**config.mk**
```make
export PLATFORM = sky130hd
export DESIGN_NAME = dac_update_scheduler
export DESIGN_NICKNAME = d
export VERILOG_FILES = /design/src/rtl/dac_update_scheduler.sv
export SDC_FILE = /design/constraint.sdc
export NUM_CORES = 1
export LEC_CHECK = 0
export CAP_MARGIN = 20
export CORE_MARGIN = 2
export CORE_UTILIZATION = 35
export CTS_BUF_LIST = sky130_fd_sc_hd__clkbuf_2 sky130_fd_sc_hd__clkbuf_4 sky130_fd_sc_hd__clkbuf_8
export DETAILED_ROUTE_END_ITERATION = 8
export GPL_ROUTABILITY_DRIVEN = 0
export GPL_TIMING_DRIVEN = 0
export PLACE_DENSITY = 0.49
export SETUP_SLACK_MARGIN = 0.15
export SLEW_MARGIN = 10
export SYNTH_ARGS = -nofsm -noshare
export SYNTH_HDL_FRONTEND = slang
export SYNTH_SLANG_ARGS = --single-unit
```
**constraint.sdc**
```tcl
create_clock -name clk -period 3.2 [get_ports clk]
set_input_delay 0.96 -clock clk [delete_from_list [all_inputs] [get_ports clk]]
set_output_delay 0.96 -clock clk [all_outputs]
set_load 0.05 [all_outputs]
```
**src/rtl/dac_update_scheduler.sv**
```systemverilog
// dac_update_scheduler: round-robin sharing of one single-transaction DAC writer across N_CH channels
module dac_update_scheduler #(
  parameter int N_CH           = 2,
  parameter int CH_W           = 1,
  parameter int REFRESH_CYCLES = 1000000,
  parameter int TIMEOUT_CYCLES = 4096
) (
  input  logic                 clk,
  input  logic                 rst,
  input  logic [N_CH-1:0]      req_i,
  input  logic [12*N_CH-1:0]   value_i,
  output logic [N_CH-1:0]      ack_o,
  output logic                 wr_start_o,
  output logic [CH_W-1:0]      wr_channel_o,
  output logic [11:0]          wr_value_o,
  input  logic                 wr_busy_i,
  output logic                 sched_busy_o,
  output logic                 timeout_err_o
);
  typedef enum logic [1:0] {IDLE, ISSUE, WAIT_ACCEPT, WAIT_DONE} state_t;
  state_t                 state_q, state_d;
  logic [N_CH-1:0]        pending_q, pending_d, ack_q, ack_d;
  logic [N_CH-1:0][11:0]  last_q, last_d;
  logic [CH_W-1:0]        rr_q, rr_d, ch_q, ch_d, gnt;
  logic [11:0]            val_q, val_d;
  logic [31:0]            ref_q, ref_d, tmo_q, tmo_d;
  logic                   err_q, err_d, tick, expired;
  int                     j;
  // Refresh counter: the wrap cycle marks every channel for a rewrite
  always_comb begin
    tick  = (REFRESH_CYCLES != 0) && (ref_q == 32'(REFRESH_CYCLES - 1));
    ref_d = (REFRESH_CYCLES == 0 || tick) ? '0 : ref_q + 32'd1;
  end
  // Grant: first pending channel at or after the rr pointer, wrapping around
  always_comb begin
    gnt = rr_q;
    j   = 0;
    for (int i = N_CH - 1; i >= 0; i--) begin
      j = int'(rr_q) + i;
      if (j >= N_CH) j = j - N_CH;
      if (pending_q[j]) gnt = CH_W'(j);
    end
  end
  // Writer sequencing FSM with per-state timeout
  always_comb begin
    state_d = state_q;
    ch_d    = ch_q;
    val_d   = val_q;
    rr_d    = rr_q;
    last_d  = last_q;
    ack_d   = '0;
    err_d   = err_q;
    expired = tmo_q >= 32'(TIMEOUT_CYCLES - 1);
    case (state_q)
      IDLE: if (|pending_q) begin
        state_d = ISSUE;
        ch_d    = gnt;
        val_d   = value_i[12*gnt +: 12];
      end
      ISSUE: state_d = WAIT_ACCEPT;
      WAIT_ACCEPT: if (wr_busy_i) state_d = WAIT_DONE;
        else if (expired) begin
          state_d = IDLE;
          err_d   = 1'b1;
        end
      WAIT_DONE: if (!wr_busy_i) begin
          state_d       = IDLE;
          ack_d[ch_q]   = 1'b1;
          last_d[ch_q]  = val_q;
          rr_d          = (ch_q == CH_W'(N_CH - 1)) ? '0 : ch_q + 1'b1;
        end else if (expired) begin
          state_d = IDLE;
          err_d   = 1'b1;
        end
      default: state_d = IDLE;
    endcase
    tmo_d = (state_d != state_q) ? '0 : tmo_q + 32'd1;
  end
  // Pending flags: any set source beats the ack clear; compare against the value being committed
  always_comb begin
    for (int k = 0; k < N_CH; k++)
      pending_d[k] = req_i[k] | (value_i[12*k +: 12] != last_d[k]) | tick | (pending_q[k] & ~ack_d[k]);
  end
  // State registers with synchronous active-low reset
  always_ff @(posedge clk) begin
    if (!rst) begin
      state_q   <= IDLE;
      pending_q <= '0;
      ack_q     <= '0;
      last_q    <= '0;
      rr_q      <= '0;
      ch_q      <= '0;
      val_q     <= '0;
      ref_q     <= '0;
      tmo_q     <= '0;
      err_q     <= 1'b0;
    end else begin
      state_q   <= state_d;
      pending_q <= pending_d;
      ack_q     <= ack_d;
      last_q    <= last_d;
      rr_q      <= rr_d;
      ch_q      <= ch_d;
      val_q     <= val_d;
      ref_q     <= ref_d;
      tmo_q     <= tmo_d;
      err_q     <= err_d;
    end
  end
  assign ack_o         = ack_q;
  assign wr_start_o    = state_q == ISSUE;
  assign wr_channel_o  = ch_q;
  assign wr_value_o    = val_q;
  assign sched_busy_o  = state_q != IDLE;
  assign timeout_err_o = err_q;
endmodule

```
==> flow_summary.ini <==
[clock_network]
cts_sinks = 109
cts_buffers = 9
cts_root_buf = clkbuf_8
path_clk_slew_ns = 0.10
htree_levels = 3
cts_max_path_buffers = 2
clk_latency_ns = 0.39
cts_tree = yes
cts_setup_buffers = 0
ctsResizeCount = 0
hold_buffers = 0

[synth]
syn_inst = 621
synth_nets = 652
ys_warn_count = 0
synth_seq_cells = 109
postSynth.asyncResetShare = 0
synth_edf_count = 0
synthTopCellsByArea = dfxtp_1 42%, xor2_1 7.4%, nor2_1 7.2%
synth_top_area_share = 0.420
synth.most_common_cell = dfxtp_1
synth_cell_type_count = 54
syn_avg_cell_area_um2 = 8.37
dominantRegCellSynth = dfxtp_1
synth_commonest_cells = 109 x dfxtp_1, 99 x nor2_1, 63 x nand2_1, 44 x xor2_1, 35 x xnor2_1
synth_top_cell_by_area = dfxtp_1
synth_area_um2 = 5190
ys_seq_area_frac = 0.420

[global_route]
gr-usage-met3 = 0.0442
track_usage = 0.177
grt.busiest_layer = met2
antenna_found_initial = 0
grt_pass1_wl_mm = 22.3
use_met2 = 0.304
grt_max_degree = 17
use_met1 = 0.214
overflow = 0
grt_pass1_vias = 4354

[cells_and_area]
diodes = 0
ff_latch_area_um2 = 2180
final_core_util = 0.417
multi_input_comb_area_um2 = 2740
fin_area_um2 = 6060
drive_gt1_frac = 0.0690
area_growth_pct = 16.7
fill_cells = 1552
fin_nets = 707

[power]
vdd_ir_drop_max_mv = 0.265
p_leak_uw = 0.00211
power_density_nw_per_um2 = 449

[placed_design]
dp_slack_ns = 0.361
dp_hpwl_mm = 10.1
place_area_um2 = 5870
io_buffers = 44

[job]
drv_cap = 0

[floorplanning]
pin_count = 47
initial_core_util = 0.357
rows = 44
die_height_um = 126
core_area_um2 = 14500
die_x_um = 126
die_area_um2 = 15800

[timing]
worst_slack_ns = 0.235
hold_viol = 0
tns_ns = 0
fmax_mhz = 337
setup_viol = 0
fin_crit_sh = 0.927
rsz0062_at_grt = false
period_minus_slack_ns = 2.96
clock_skew_ns = 0.0123
timing_worst_slew_pin_value_ns = 0.816
relSlewSlack = 0.451
drv_slew = 0

[drt]
firstDrtPassIters = 4
drc = 0
wire_per_inst_um = 15.7
vias = 4445
via_per_inst = 5.14
ant_nets = 0
drtIter0Drc = 213
wirelength_mm = 13.6

[worst_setup_path]
crit_required_ns = 2.24
arrival_ns = 2.00
path_max_fanout = 9
cp-start-kind = flop
path_class = flop to primary output
regToRegSetupSlack_ns = 0.96
end_kind = primary output

[outcome]
status = complete, no violations

[min_path]
hp-class = flop to flop
-- sequential cells by signal, summed over array words and instances, names as in the netlist --
register       cells
timeout_err_o      1
rr_q               1
wr_value_o        12
state_q            2
pending_q          2
ref_q             32
last_q            24
wr_channel_o       1
tmo_q             32
ack_o              2
-- per-stage QoR --
step | std cells | hold WS, ns | power [uW]
global route | 865 | 0.502 | 2850
detailed placement | 849 | 0.456 | 1920
finish | 865 | 0.469 | 2720
global placement | 849 | 0.447 | 1920
CTS | 865 | 0.476 | 2760
floorplan | 621 | 0.430 | 1740
-- placed cells by master, fill, tap and decap left out, types with 3 or more instances in the layout --
cell type / Yosys / routed
xnor2_1: 35 / 35
buf_2: 10 / 10
nor2b_1: 4 / 4
nor2_1: 99 / 99
a211oi_1: 8 / 8
dfxtp_1: 109 / 109
a21oi_1: 28 / 28
a222oi_1: 3 / 3
and3_1: 12 / 12
or4_1: 3 / 3
mux2i_1: 14 / 14
buf_6: 3 / 3
o22ai_1: 8 / 8
nor4_1: 14 / 14
nand2_1: 63 / 63
a2111oi_0: 4 / 4
xor2_1: 44 / 44
and4_1: 5 / 5
nand3_1: 29 / 29
nor2_2: 6 / 6
a31oi_1: 5 / 5
nand4_1: 15 / 15
o211a_1: 4 / 4
o211ai_1: 4 / 4
inv_1: 30 / 30
nor3_1: 7 / 7
o21ai_0: 5 / 5
clkbuf_8: 0 / 13
clkdlybuf4s50_1: 0 / 44
clkbuf_1: 15 / 15
-- area by class of cell --
| type | instances | share of cell area |
|---|---|---|
| clock inverters | 3 | 0.00289 |
| well taps | 184 | 0.0380 |
| flip-flops and latches | 109 | 0.360 |
| plain buffers | 31 | 0.0264 |
| inverters | 31 | 0.0192 |
| multi-input cells | 450 | 0.451 |
| repair buffers | 44 | 0.0727 |
| clock buffers | 13 | 0.0295 |
-- cell families (layout without fill, tap and decap cells) --
family	count (synthesis)	count (layout)	share of synthesized area
DFF	109	109	0.420
AOI/OAI and AO/OA	78	78	0.102
muxes	14	14	0.0270
xor gates and xnor gates	79	79	0.133
buffers and inverters	62	122	0.0532
and+or+nand+nor	276	276	0.258
adders and majority gates	3	3	0.00674
-- path summary, 6_finish.rpt --
kind         startpoint      endpoint  depth (start not counted)
max          state_q[1]  sched_busy_o                          4
min           last_q[5]     last_q[5]                          2
max reg2reg   ref_q[10]      ref_q[4]                          7
min reg2reg   last_q[5]     last_q[5]                          2
-- worst max-delay path: stages (launching register included) --
cell and delay [ns]:
dfxtp_1 0.31, buf_2 0.16, or2_2 0.29, buf_2 0.16, clkdlybuf4s50_1 0.70
-- per-layer routing --
metal	vias up	share of wire
met5	-	0
li1	2223	-
met4	0	0.028
met1	2084	0.45
met3	26	0.046
met2	112	0.47
-- where the power goes --
part           total (uW)  internal [uW]  switching, uW
Sequential           1460           1390           65.4
Combinational         434            167            267
Clock                 834            366            468
No activity file was read; power rests on OpenSTA's default activity.
